<file path="config.mk">
export PLATFORM = sky130hd
export DESIGN_NAME = hashin_unpack
export DESIGN_NICKNAME = d
export VERILOG_FILES = /design/src/rtl/hashin_unpack.sv
export SDC_FILE = /design/constraint.sdc
export NUM_CORES = 1
export LEC_CHECK = 0
export ABC_CLOCK_PERIOD_IN_PS = 27600
export BUFFER_PORTS_ARGS = -buffer_cell sky130_fd_sc_hd__buf_2
export CORE_AREA = 5 5 294 296
export CTS_CLUSTER_SIZE = 40
export DETAILED_ROUTE_END_ITERATION = 6
export DIE_AREA = 0 0 299 301
export GPL_TIMING_DRIVEN = 1
export PLACE_DENSITY = 0.6
export SLEW_MARGIN = 40
export SYNTH_ARGS = -nofsm -noshare
export SYNTH_HDL_FRONTEND = slang
export SYNTH_SLANG_ARGS = --single-unit
export TNS_END_PERCENT = 1
</file>
<file path="constraint.sdc">
create_clock -name clk -period 27.6 [get_ports clk]
set_input_delay 1.38 -clock clk [delete_from_list [all_inputs] [get_ports clk]]
set_output_delay 1.38 -clock clk [all_outputs]
set_load 0.02 [all_outputs]
</file>
<file path="src/rtl/hashin_unpack.sv">
// hashin_unpack: pulls framed 64-bit words out of the hashin FIFO,
// resynchronises on the frame marker, assembles the payload words into one
// wide block for the hash core and delivers it with a valid/ready handshake.
// The stop input aborts any frame in progress and drains the FIFO until
// stop_ack_unpack reports that the block is idle.

module hashin_unpack #(
    parameter logic [63:0] HDR_WORD      = 64'h8000000000000280,
    parameter int unsigned PAYLOAD_WORDS = 10
) (
    input  logic                            clk,
    input  logic                            rst,
    input  logic [63:0]                     hashin_fifo_dout,
    input  logic                            hashin_fifo_empty,
    output logic                            hashin_fifo_re,
    input  logic                            stop,
    output logic                            stop_ack_unpack,
    output logic [64*PAYLOAD_WORDS-1:0]     blk_data,
    output logic                            blk_valid,
    input  logic                            blk_ready,
    output logic [15:0]                     frame_err_cnt,
    output logic [31:0]                     blk_cnt
);

    localparam int unsigned      BLK_W   = 64 * PAYLOAD_WORDS;
    localparam int unsigned      CNT_W   = $clog2(PAYLOAD_WORDS + 1);
    localparam int unsigned      IDX_W   = $clog2(BLK_W);
    localparam logic [CNT_W-1:0] CNT_MAX = CNT_W'(PAYLOAD_WORDS);

    typedef enum logic [1:0] {
        SYNC    = 2'd0,
        COLLECT = 2'd1,
        PRESENT = 2'd2,
        FLUSH   = 2'd3
    } state_e;

    state_e            state_q, state_d;
    logic              inflight_q, inflight_d;
    logic [CNT_W-1:0]  req_cnt_q, req_cnt_d;
    logic [CNT_W-1:0]  rcv_cnt_q, rcv_cnt_d;
    logic [BLK_W-1:0]  blk_data_q, blk_data_d;
    logic              blk_valid_q, blk_valid_d;
    logic [15:0]       err_cnt_q, err_cnt_d;
    logic [31:0]       blk_cnt_q, blk_cnt_d;
    logic              ack_q, ack_d;

    logic              re;
    logic              drained;
    logic [IDX_W-1:0]  wr_lsb;

    // The FIFO is drained when it reports empty and no read data is still due.
    assign drained = hashin_fifo_empty && !inflight_q;

    // Next-state, read-enable and datapath update logic.
    always_comb begin
        // NOTE: every _d starts as its _q, so no branch can leave a latch behind.
        state_d     = state_q;
        req_cnt_d   = req_cnt_q;
        rcv_cnt_d   = rcv_cnt_q;
        blk_data_d  = blk_data_q;
        blk_valid_d = blk_valid_q;
        err_cnt_d   = err_cnt_q;
        blk_cnt_d   = blk_cnt_q;
        re          = 1'b0;
        wr_lsb      = IDX_W'(BLK_W - 64) - IDX_W'({rcv_cnt_q, 6'd0});

        if (stop) begin
            // Abort wins over everything, including a same-cycle handshake.
            re          = !hashin_fifo_empty;
            state_d     = FLUSH;
            blk_valid_d = 1'b0;
            req_cnt_d   = '0;
            rcv_cnt_d   = '0;
        end else begin
            unique case (state_q)
                SYNC: begin
                    // One read at a time so every returned word is inspected.
                    re = !hashin_fifo_empty && !inflight_q;
                    if (inflight_q) begin
                        if (hashin_fifo_dout == HDR_WORD) begin
                            state_d   = COLLECT;
                            req_cnt_d = '0;
                            rcv_cnt_d = '0;
                        end else if (err_cnt_q != 16'hFFFF) begin
                            err_cnt_d = err_cnt_q + 16'd1;
                        end
                    end
                end
                COLLECT: begin
                    re = !hashin_fifo_empty && (req_cnt_q < CNT_MAX);
                    if (re) begin
                        req_cnt_d = req_cnt_q + 1'b1;
                    end
                    if (inflight_q) begin
                        // Payload is opaque: stored without any marker compare.
                        blk_data_d[wr_lsb +: 64] = hashin_fifo_dout;
                        rcv_cnt_d = rcv_cnt_q + 1'b1;
                        if (rcv_cnt_d == CNT_MAX) begin
                            state_d     = PRESENT;
                            blk_valid_d = 1'b1;
                        end
                    end
                end
                PRESENT: begin
                    if (blk_valid_q && blk_ready) begin
                        blk_valid_d = 1'b0;
                        blk_cnt_d   = blk_cnt_q + 32'd1;
                        state_d     = SYNC;
                    end
                end
                FLUSH: begin
                    re = !hashin_fifo_empty;
                    if (drained) begin
                        state_d = SYNC;
                    end
                end
                default: state_d = SYNC;
            endcase
        end

        inflight_d = re;
        ack_d      = ((state_q == FLUSH) || (state_q == SYNC)) && drained;
    end

    // Read enable follows the live empty flag so a burst stops on the exact
    // cycle the FIFO runs dry; it is forced low while reset is held.
    assign hashin_fifo_re = re && !rst;

    // State and datapath registers.
    always_ff @(posedge clk or posedge rst) begin
        if (rst) begin
            state_q     <= SYNC;
            inflight_q  <= 1'b0;
            req_cnt_q   <= '0;
            rcv_cnt_q   <= '0;
            // NOTE: the wide block register is reset too, since blk_data must read zero in reset.
            blk_data_q  <= '0;
            blk_valid_q <= 1'b0;
            err_cnt_q   <= '0;
            blk_cnt_q   <= '0;
            ack_q       <= 1'b0;
        end else begin
            // NOTE: non-blocking updates keep every flop sampling pre-edge values.
            state_q     <= state_d;
            inflight_q  <= inflight_d;
            req_cnt_q   <= req_cnt_d;
            rcv_cnt_q   <= rcv_cnt_d;
            blk_data_q  <= blk_data_d;
            blk_valid_q <= blk_valid_d;
            err_cnt_q   <= err_cnt_d;
            blk_cnt_q   <= blk_cnt_d;
            ack_q       <= ack_d;
        end
    end

    assign blk_data        = blk_data_q;
    assign blk_valid       = blk_valid_q;
    assign frame_err_cnt   = err_cnt_q;
    assign blk_cnt         = blk_cnt_q;
    assign stop_ack_unpack = ack_q;

endmodule

</file>
==> out/metrics.csv <==
metric;value;unit
fin_area;35100;um2
p_leak;18.6;nW
wirelength;104;mm
syn_nets;2580;
rows;106;
antenna_found_initial;8;
grt_pass1_wl;150;mm
synth.distinct_cells;60;
outcome;completed;
fin_tns_setup;0;ns
dp_slack;21.38;ns
hold_viol_final;0;
ys_ff_latch;701;
setup_ws;23.38;ns
area_growth;27.9;%
routedWlPerCell;23.9;um
drv_cap;0;
worstSetupEndpointType;asynchronous set/reset pin;
fin_skew;0.0420;ns
cts_buffer_depth;3;
crit_type;input pin to asynchronous set/reset pin;
period_needed;4.22;ns
postSynth.asyncResetShare;100;%
grt_usage;22.4;%
powerDensity;73.6;nW/um2
layout_common_cells;buf_2 (759), dfrtp_1 (701), nand2_1 (598), o21ai_0 (453), mux2_2 (191);
ant_nets;0;
power.total;2.58;mW
synth_flop_cell;dfrtp_1;
viasPerCell;4.92;
crit_path_max_incr_delay;0.57;ns
seq_area_frac_synth;64.0;%
critical_path_buf_inv_count;7;
die_x;299;um
cp.required;28.31;ns
crit_family;buffers and inverters;
firstDrtPassIters;5;
final_layout_size_suffix_gt1_share;34.6;%
vias;21441;
arrival;4.93;ns
clockRootBuffer;clkbuf_16;
worstMarginPinSlew;0.787;ns
die-area;90000;um2
cts_hold_buf;0;
layout.cells.most_common;buf_2;
port_buffers;759;
syn_inst;2496;
grt_start_max_net_pins;121;
max-vdd-ir-drop;0.0000449;V
routabilityCongestion;0.824;
dp_hpwl;72.6;mm
overflow;0;
initial_core_util;32.9;%
fin_nets;3298;
pin_count;760;
clock_latency;0.63;ns
drc_errors;0;
critPathSlowestCell;buf_6;
hold_class;register to register;
drt-initial-drc-count;1388;
cp_cell_sequence;buf_2 -> inv_12 -> buf_6 -> buf_6 -> buf_6 -> buf_6 -> buf_6;
avgSynthCellArea;11.0;um2
path_max_fanout;120;
clk_pin_slew;0.06;ns
yosys_warnings;0;
synth_area;27400;um2
synth-edff-count;0;
cp_common_cell;buf_6;
fmax;0.237;GHz
cts_tree;yes;
grt_pass1_vias;21371;
min_period_over_period;15.3;%
cts_setup_buffers;0;
cts-buffers-inserted;78;
rsz0062_at_grt;false;
slew-limit-headroom;47.5;%
postPlaceCellArea;32400;um2
finalMaxSlewViolations;0;
cp-start-kind;input pin;
core;83300;um2
ctsResizeCount;0;
cts_num_sinks;701;
htreeDepth;3;
setup_viol_count_final;0;
die_y;301;um
## cells by family (layout without fill, tap and decap cells)
group / Yosys count / after routing / synth area share [%]
other: 0 / 4 / 0
AOI/OAI and AO/OA: 480 / 480 / 9.03
xor gates and xnor gates: 46 / 46 / 1.47
muxes: 200 / 200 / 8.21
adders and majority gates: 15 / 15 / 0.685
and+or+nand+nor: 818 / 818 / 13.1
DFF: 701 / 701 / 64.0
buffers and inverters: 236 / 1017 / 3.56
## metrics by stage
stage / utilization, % / instances / hold slack [ns]
3_5_place_dp: 38.9 / 4214 / 0.464
2_1_floorplan: - / 2496 / 0.481
3_3_place_gp: 38.7 / 4209 / 0.456
6_report: 42.1 / 4361 / 0.471
5_1_grt: 42.1 / 4357 / 0.485
4_1_cts: 42.0 / 4357 / 0.477
## area by class of cell
cell class / instances / area, um2
fillers: 8110 / 48200
flip-flops and latches: 701 / 17500
multi-input cells: 1559 / 9000
repair buffers: 794 / 4210
clock buffers: 116 / 2260
well taps: 1080 / 1350
clock inverters: 27 / 374
inverters: 80 / 313
diodes: 4 / 10.0
## power by group
group	total (mW)	internal [mW]	switching, mW
clock network	1.06	0.620	0.440
logic	0.385	0.101	0.284
registers	1.14	1.10	0.0399
total	2.58	1.82	0.764
## worst register-to-register path, stage by stage, from the launching register on
cell and delay [ns]:
dfrtp_1 0.43, inv_1 0.12, ha_1 0.26, ha_1 0.33, a21boi_0 0.21, a211oi_2 0.72
nand3_4 0.69, buf_4 0.62, nand2_1 0.22, o21ai_0 0.09
## flip-flops by register name, indices dropped and copies added (netlist names)
name             flops
blk_data           640
blk_cnt             32
frame_err_cnt       16
rcv_cnt_q            4
req_cnt_q            4
state_q              2
blk_valid            1
inflight_q           1
stop_ack_unpack      1
## cells in the mapped netlist (8+ instances only)
library cell / number / share of area (%)
and3_1: 8 / 0.18
and4_1: 9 / 0.29
buf_1: 16 / 0.22
buf_2: 34 / 0.62
clkbuf_1: 99 / 1.4
dfrtp_1: 701 / 64
ha_1: 15 / 0.68
inv_1: 80 / 1.1
mux2_2: 191 / 7.8
nand2_1: 599 / 8.2
nand3_1: 87 / 1.6
nand4_1: 17 / 0.39
nor2_1: 20 / 0.27
nor3_1: 10 / 0.18
nor4_1: 18 / 0.41
o21ai_0: 453 / 8.3
xnor2_1: 24 / 0.77
xor2_1: 22 / 0.70
## per-layer routing
layer | up-vias | routed length, um | global-route usage (%)
met1 | 10602 | 42700 | 28.8
met4 | 2 | 3800 | 7.90
li1 | 9842 | - | -
met2 | 808 | 49800 | 36.9
met5 | - | 7 | 0
met3 | 187 | 7810 | 5.81
## worst paths after layout
kind                              start             to  slack (ns)  cells past startpoint
setup / recovery                    rst  blk_data[605]       23.38                      7
min in group asynchronous           rst  blk_data[451]        0.85                      2
setup reg to reg           rcv_cnt_q[1]  blk_data[387]       23.79                      9
hold reg to reg            blk_data[84]   blk_data[84]        0.47                      2
hold / removal             blk_data[84]   blk_data[84]        0.47                      2
max in group clk           rcv_cnt_q[1]  blk_data[387]       23.79                      9
(Power assumes the default switching activity.)
